$ cat src/rtl/fb_bus_write_queue.sv
// Front end of the framebuffer write path. Brings the asynchronous 6502 bus
// into the pixel-clock domain, captures every CPU write into the VRAM window
// and queues {offset, data} in a small FIFO. The VRAM arbiter drains the FIFO
// whenever it grants a slot.
module fb_bus_write_queue #(
   parameter int ADDR_W      = 14,
   parameter int DEPTH       = 4,
   parameter int SYNC_STAGES = 2
) (
   input  logic                         Clock,
   input  logic                         Reset_n,
   input  logic                         Phi2,
   input  logic [15:0]                  AddrPhys,
   input  logic [7:0]                   DataIn,
   input  logic                         RW_n,
   input  logic                         AddrSel,
   output logic                         WrValid,
   output logic [ADDR_W-1:0]            WrAddr,
   output logic [7:0]                   WrData,
   input  logic                         WrReady,
   output logic [$clog2(DEPTH+1)-1:0]   Level,
   output logic                         Full,
   output logic                         Overflow,
   input  logic                         OverflowClr
);

   localparam int PTR_W = $clog2(DEPTH);
   localparam int LVL_W = $clog2(DEPTH+1);
   localparam int BUS_W = ADDR_W + 10;   // {addr, data, rw_n, sel}
   localparam int ENT_W = ADDR_W + 8;    // {addr, data}

   // Address bits above the VRAM offset are decoded upstream (AddrSel).
   logic unused_addr_hi;
   assign unused_addr_hi = ^AddrPhys[15:ADDR_W];

   logic [BUS_W-1:0]       bus_in;
   assign bus_in = {AddrPhys[ADDR_W-1:0], DataIn, RW_n, AddrSel};

   logic [SYNC_STAGES-1:0] phi_sync_q, phi_sync_d;
   logic                   phi_p_q, phi_p_d;
   logic [BUS_W-1:0]       dly_q [SYNC_STAGES];
   logic [BUS_W-1:0]       dly_d [SYNC_STAGES];
   logic [BUS_W-1:0]       hold_q, hold_d;
   logic                   phi_s;
   logic [BUS_W-1:0]       bus_dly;

   assign phi_s   = phi_sync_q[SYNC_STAGES-1];
   assign bus_dly = dly_q[SYNC_STAGES-1];

   // Phi2 synchroniser, matching bus delay line, and hold register that
   // freezes the last bus value seen while Phi2 was high.
   always_comb begin
      phi_sync_d = {phi_sync_q[SYNC_STAGES-2:0], Phi2};
      phi_p_d    = phi_s;
      dly_d[0]   = bus_in;
      for (int i = 1; i < SYNC_STAGES; i++) begin
         dly_d[i] = dly_q[i-1];
      end
      hold_d = phi_s ? bus_dly : hold_q;
   end

   // Synchroniser and capture registers.
   always_ff @(posedge Clock or negedge Reset_n) begin
      if (!Reset_n) begin
         phi_sync_q <= '0;
         phi_p_q    <= 1'b0;
         hold_q     <= '0;
         for (int i = 0; i < SYNC_STAGES; i++) begin
            dly_q[i] <= '0;
         end
      end else begin
         phi_sync_q <= phi_sync_d;
         phi_p_q    <= phi_p_d;
         hold_q     <= hold_d;
         for (int i = 0; i < SYNC_STAGES; i++) begin
            dly_q[i] <= dly_d[i];
         end
      end
   end

   logic             phi_fall;
   logic             push_req;
   logic [ENT_W-1:0] push_ent;

   // A write into the window is queued on the synchronised Phi2 falling edge.
   assign phi_fall = phi_p_q & ~phi_s;
   assign push_req = phi_fall & ~hold_q[1] & hold_q[0];
   assign push_ent = hold_q[BUS_W-1:2];

   logic [ENT_W-1:0] mem_q [DEPTH];
   logic [ENT_W-1:0] mem_d [DEPTH];
   logic [PTR_W-1:0] wptr_q, wptr_d;
   logic [PTR_W-1:0] rptr_q, rptr_d;
   logic [LVL_W-1:0] level_q, level_d;
   logic [LVL_W-1:0] after_pop;
   logic [ENT_W-1:0] head_q, head_d;
   logic             ovf_q, ovf_d;
   logic             full;
   logic             pop;
   logic             push_ok;
   logic             ovf_set;

   assign full = (level_q == LVL_W'(DEPTH));

   // FIFO control: push/pop arbitration, pointers, level, registered head
   // (holds its last value when the queue runs empty) and sticky overflow.
   always_comb begin
      mem_d     = mem_q;
      pop       = (level_q != '0) && WrReady;
      push_ok   = push_req && (!full || pop);
      ovf_set   = push_req && full && !pop;
      wptr_d    = push_ok ? wptr_q + PTR_W'(1) : wptr_q;
      rptr_d    = pop     ? rptr_q + PTR_W'(1) : rptr_q;
      after_pop = level_q - LVL_W'(pop);
      level_d   = after_pop + LVL_W'(push_ok);
      head_d    = head_q;
      if (push_ok) begin
         mem_d[wptr_q] = push_ent;
      end
      if (level_d != '0) begin
         head_d = (after_pop == '0) ? push_ent : mem_q[rptr_d];
      end
      ovf_d = ovf_q;
      if (ovf_set) begin
         ovf_d = 1'b1;
      end else if (OverflowClr) begin
         ovf_d = 1'b0;
      end
   end

   // FIFO storage; contents are only read where the level marks them valid.
   always_ff @(posedge Clock) begin
      for (int i = 0; i < DEPTH; i++) begin
         mem_q[i] <= mem_d[i];
      end
   end

   // FIFO state registers.
   always_ff @(posedge Clock or negedge Reset_n) begin
      if (!Reset_n) begin
         wptr_q  <= '0;
         rptr_q  <= '0;
         level_q <= '0;
         head_q  <= '0;
         ovf_q   <= 1'b0;
      end else begin
         wptr_q  <= wptr_d;
         rptr_q  <= rptr_d;
         level_q <= level_d;
         head_q  <= head_d;
         ovf_q   <= ovf_d;
      end
   end

   assign WrValid  = (level_q != '0);
   assign WrAddr   = head_q[ENT_W-1:8];
   assign WrData   = head_q[7:0];
   assign Level    = level_q;
   assign Full     = full;
   assign Overflow = ovf_q;

endmodule

$ cat config.mk
export PLATFORM = sky130hd
export DESIGN_NAME = fb_bus_write_queue
export DESIGN_NICKNAME = d
export VERILOG_FILES = /design/src/rtl/fb_bus_write_queue.sv
export SDC_FILE = /design/constraint.sdc
export NUM_CORES = 1
export LEC_CHECK = 0
export ABC_AREA = 1
export BUFFER_PORTS_ARGS = -buffer_cell sky130_fd_sc_hd__buf_2
export CORE_AREA = 2 2 121 123
export DETAILED_ROUTE_END_ITERATION = 12
export DIE_AREA = 0 0 123 125
export PLACE_DENSITY = 0.71
export SETUP_SLACK_MARGIN = 0.15
export SLEW_MARGIN = 5
export SYNTH_ARGS = -nofsm -noshare
export SYNTH_HDL_FRONTEND = slang
export SYNTH_SLANG_ARGS = --single-unit
$ cat constraint.sdc
create_clock -name Clock -period 4.55 [get_ports Clock]
set_input_delay 1.1375 -clock Clock [delete_from_list [all_inputs] [get_ports Clock]]
set_output_delay 1.1375 -clock Clock [all_outputs]
set_load 0.005 [all_outputs]
==> results_dict.tcl <==
set metrics [dict create \
    grt_max_degree 46 \
    maxCapViolations 0 \
    hold-path-endpoint "bus_dly[21]" \
    setup_slack_ns 1.66 \
    r2r_slack_ns 1.66 \
    h-tree-depth 4 \
    place_area_um2 7990 \
    syn-num-nets 745 \
    synth.area.mux_share_pct 0 \
    num_io_pins 59 \
    start_util_pct 53.0 \
    holdWs_ns 0.348 \
    syn_to_final_growth_pct 13.9 \
    fin_nets 803 \
    grt.total_usage_pct 18.9 \
    insertion_delay_ns 0.43 \
    finish.utilization_pct 60.4 \
    gp_congestion 0.709 \
    hp-class "reg -> reg" \
    rr_startpoint "phi_sync_q[1]" \
    die_width_um 123 \
    dieHeight_um 125 \
    final_common_cell "nand2_1" \
    post-cts-setup-buffers 0 \
    grt_overflow_total 0 \
    detail-route-antenna-nets 0 \
    worstPathCellList "buf_4 > inv_1 > nand2_1 > nor3b_2 > nand2_1 > inv_2 > ha_1 > ha_1 > xor2_1 > nand2_1 > buf_4 > inv_1 > buf_4 > nand2_1 > nand2_1" \
    crit_path_frequent_cell "nand2_1" \
    rr_endpoint "head_q[20]" \
    core_area_um2 14200 \
    path_delay_family "buffers and inverters" \
    ys_types 20 \
    drt_iter0_drc 315 \
    dp_cells 929 \
    hp-start "dly_d[21]" \
    vias 4761 \
    syn_area_per_cell_um2 10.7 \
    synth_top_family_by_area "simple AND/OR/NAND/NOR gates" \
    clockBufferDepth 2 \
    rows 44 \
    fin_skew_ns 0.00754 \
    drive_gt1_share_pct 14.0 \
    diodes 0 \
    fmax_mhz 347 \
    fin_cells 961 \
    worst-path-buf-inv 6 \
    end_kind "flop" \
    clock-root-buffer "clkbuf_16" \
    finalCriticalPeriod_ns 2.89 \
    clkSinkCount 193 \
    crit_fanout 26 \
    design.die.area_um2 15400 \
    final_area_um2 8580 \
    grt_pass1_vias 4503 \
    final-max-slew-violation-count 0 \
    drc 0 \
    firstDrtPassIters 5 \
    cp.required_ns 4.92 \
    synthCells 706 \
    ys_ff_latch 193 \
    grt_pass1_wl_mm 22.0 \
    wl_per_cell_um 14.0 \
    critPathLaunchType "flop" \
    detail_route.vias_per_cell 4.95 \
    outcome "complete, no violations" \
    tns_ns 0 \
    pre_cts_slack_ns 1.32 \
    synthXorXnorAreaFrac_pct 0.349 \
    routed_wl_mm 13.5 \
    cts_tree "built" \
    nFillCells 1166 \
    rsz0062_at_grt "false" \
    p_leak_nw 4.16 \
    ff2ff_path_depth 15 \
    cts_inserted_buffers 17 \
    cts.clk_slew.worst_paths_ns 0.07 \
    worstPathArrival_ns 3.26 \
    worst_slew_pin_slew_ns 0.603 \
    cpPeakStageDelay_ns 0.36 \
    relSlewSlack_pct 59.6 \
    hold_buffers 0 \
    timing.final.hold_violations 0 \
    synth.cell_area_um2 7530 \
    layout_common_cells "190 x nand2_1, 128 x inv_1, 113 x nand3_1, 105 x dfrtp_1, 88 x edfxtp_1" \
    setup_viol 0 \
    seq_area_frac_synth_pct 70.0 \
    fin_crit_sh_pct 63.4 \
    cp.depth 15 \
    post-dp-hpwl_mm 8.02 \
    synth-simple-area-share_pct 18.2 \
    p_total_mw 5.31 \
    critPathSlowestCell "dfrtp_1" \
    ys_warn_count 0 \
    antenna_found_initial 0 \
    synth_compound_area_share_pct 1.59 \
    synth_adder_area_share_pct 1.33 \
    path_class "reg -> reg" \
    ctsResizeCount 0 \
    port_buffers 56 \
    vdd_drop_max_v 0.000284 \
    hold_depth 0 \
    p_per_area_nw_per_um2 619 \
]
logic make-up after synthesis:
family / after synthesis
buf+inv: 161
xor+xnor: 3
fa+ha+maj: 8
flops: 193
compound gates: 24
simple gates: 317
how the worst max path moves through the flow:
stage | end | startpoint
6_report | head_q[20] | phi_sync_q[1]
5_1_grt | head_q[11] | phi_sync_q[1]
4_1_cts | head_q[20] | phi_sync_q[1]
3_5_place_dp | head_q[20] | WrReady
3_3_place_gp | head_q[20] | WrReady
2_1_floorplan | mem_q[0] | WrReady
metal layers:
layer / vias up / wire length, µm / share of wire (%) / global-route usage [%]
met5: - / 0 / 0 / 0
met4: 0 / 286 / 2.1 / 9.02
met1: 2242 / 5800 / 43 / 25.6
li1: 2342 / - / - / -
met2: 153 / 6590 / 49 / 29.6
met3: 24 / 798 / 5.9 / 3.70
flip-flops by register name, indices dropped and copies added (netlist names):
name        count
mem_q          88
head_q         22
phi_sync_q      2
Level           3
rptr_q          2
dly_d          24
bus_dly        24
hold_q         24
wptr_q          2
phi_p_q         1
Overflow        1
worst register-to-register path, cell delays in order (launching register included):
cell     delay (ns)
dfrtp_1        0.36
buf_4          0.21
inv_1          0.09
nand2_1        0.08
nor3b_2        0.36
nand2_1        0.27
inv_2          0.13
ha_1           0.15
ha_1           0.15
xor2_1         0.20
nand2_1        0.08
buf_4          0.23
inv_1          0.10
buf_4          0.26
nand2_1        0.10
nand2_1        0.08
layout make-up:
| type | instances | area (µm²) | share of cell area (%) |
|---|---|---|---|
| clock inverter | 13 | 129 | 1.50 |
| timing repair buffer | 68 | 373 | 4.35 |
| tap | 184 | 230 | 2.68 |
| clock buffer | 19 | 464 | 5.41 |
| multi-input combinational | 352 | 1620 | 18.8 |
| sequential | 193 | 5270 | 61.4 |
| inverter | 132 | 495 | 5.78 |
cell usage after synthesis (all sizes together):
cell    instances  area [µm²]
nand3         114         576
xor2            2        17.5
nor2            6        22.5
clkbuf          9        33.8
nand2         195         754
o21ai          24         120
edfxtp         88        2640
buf            20         118
ha              8         100
inv           132         495
nor3b           1        12.5
nor3            1        5.00
dfrtp         105        2630
xnor2           1        8.76
power by group:
group / internal, mW / switching [mW] / total [mW] / leakage (nW)
Sequential: 2.06 / 0.120 / 2.18 / 2.04
Combinational: 0.547 / 1.12 / 1.67 / 1.83
Clock: 0.853 / 0.610 / 1.46 / 0.290
Total: 3.46 / 1.85 / 5.31 / 4.16
(Power assumes the default switching activity.)
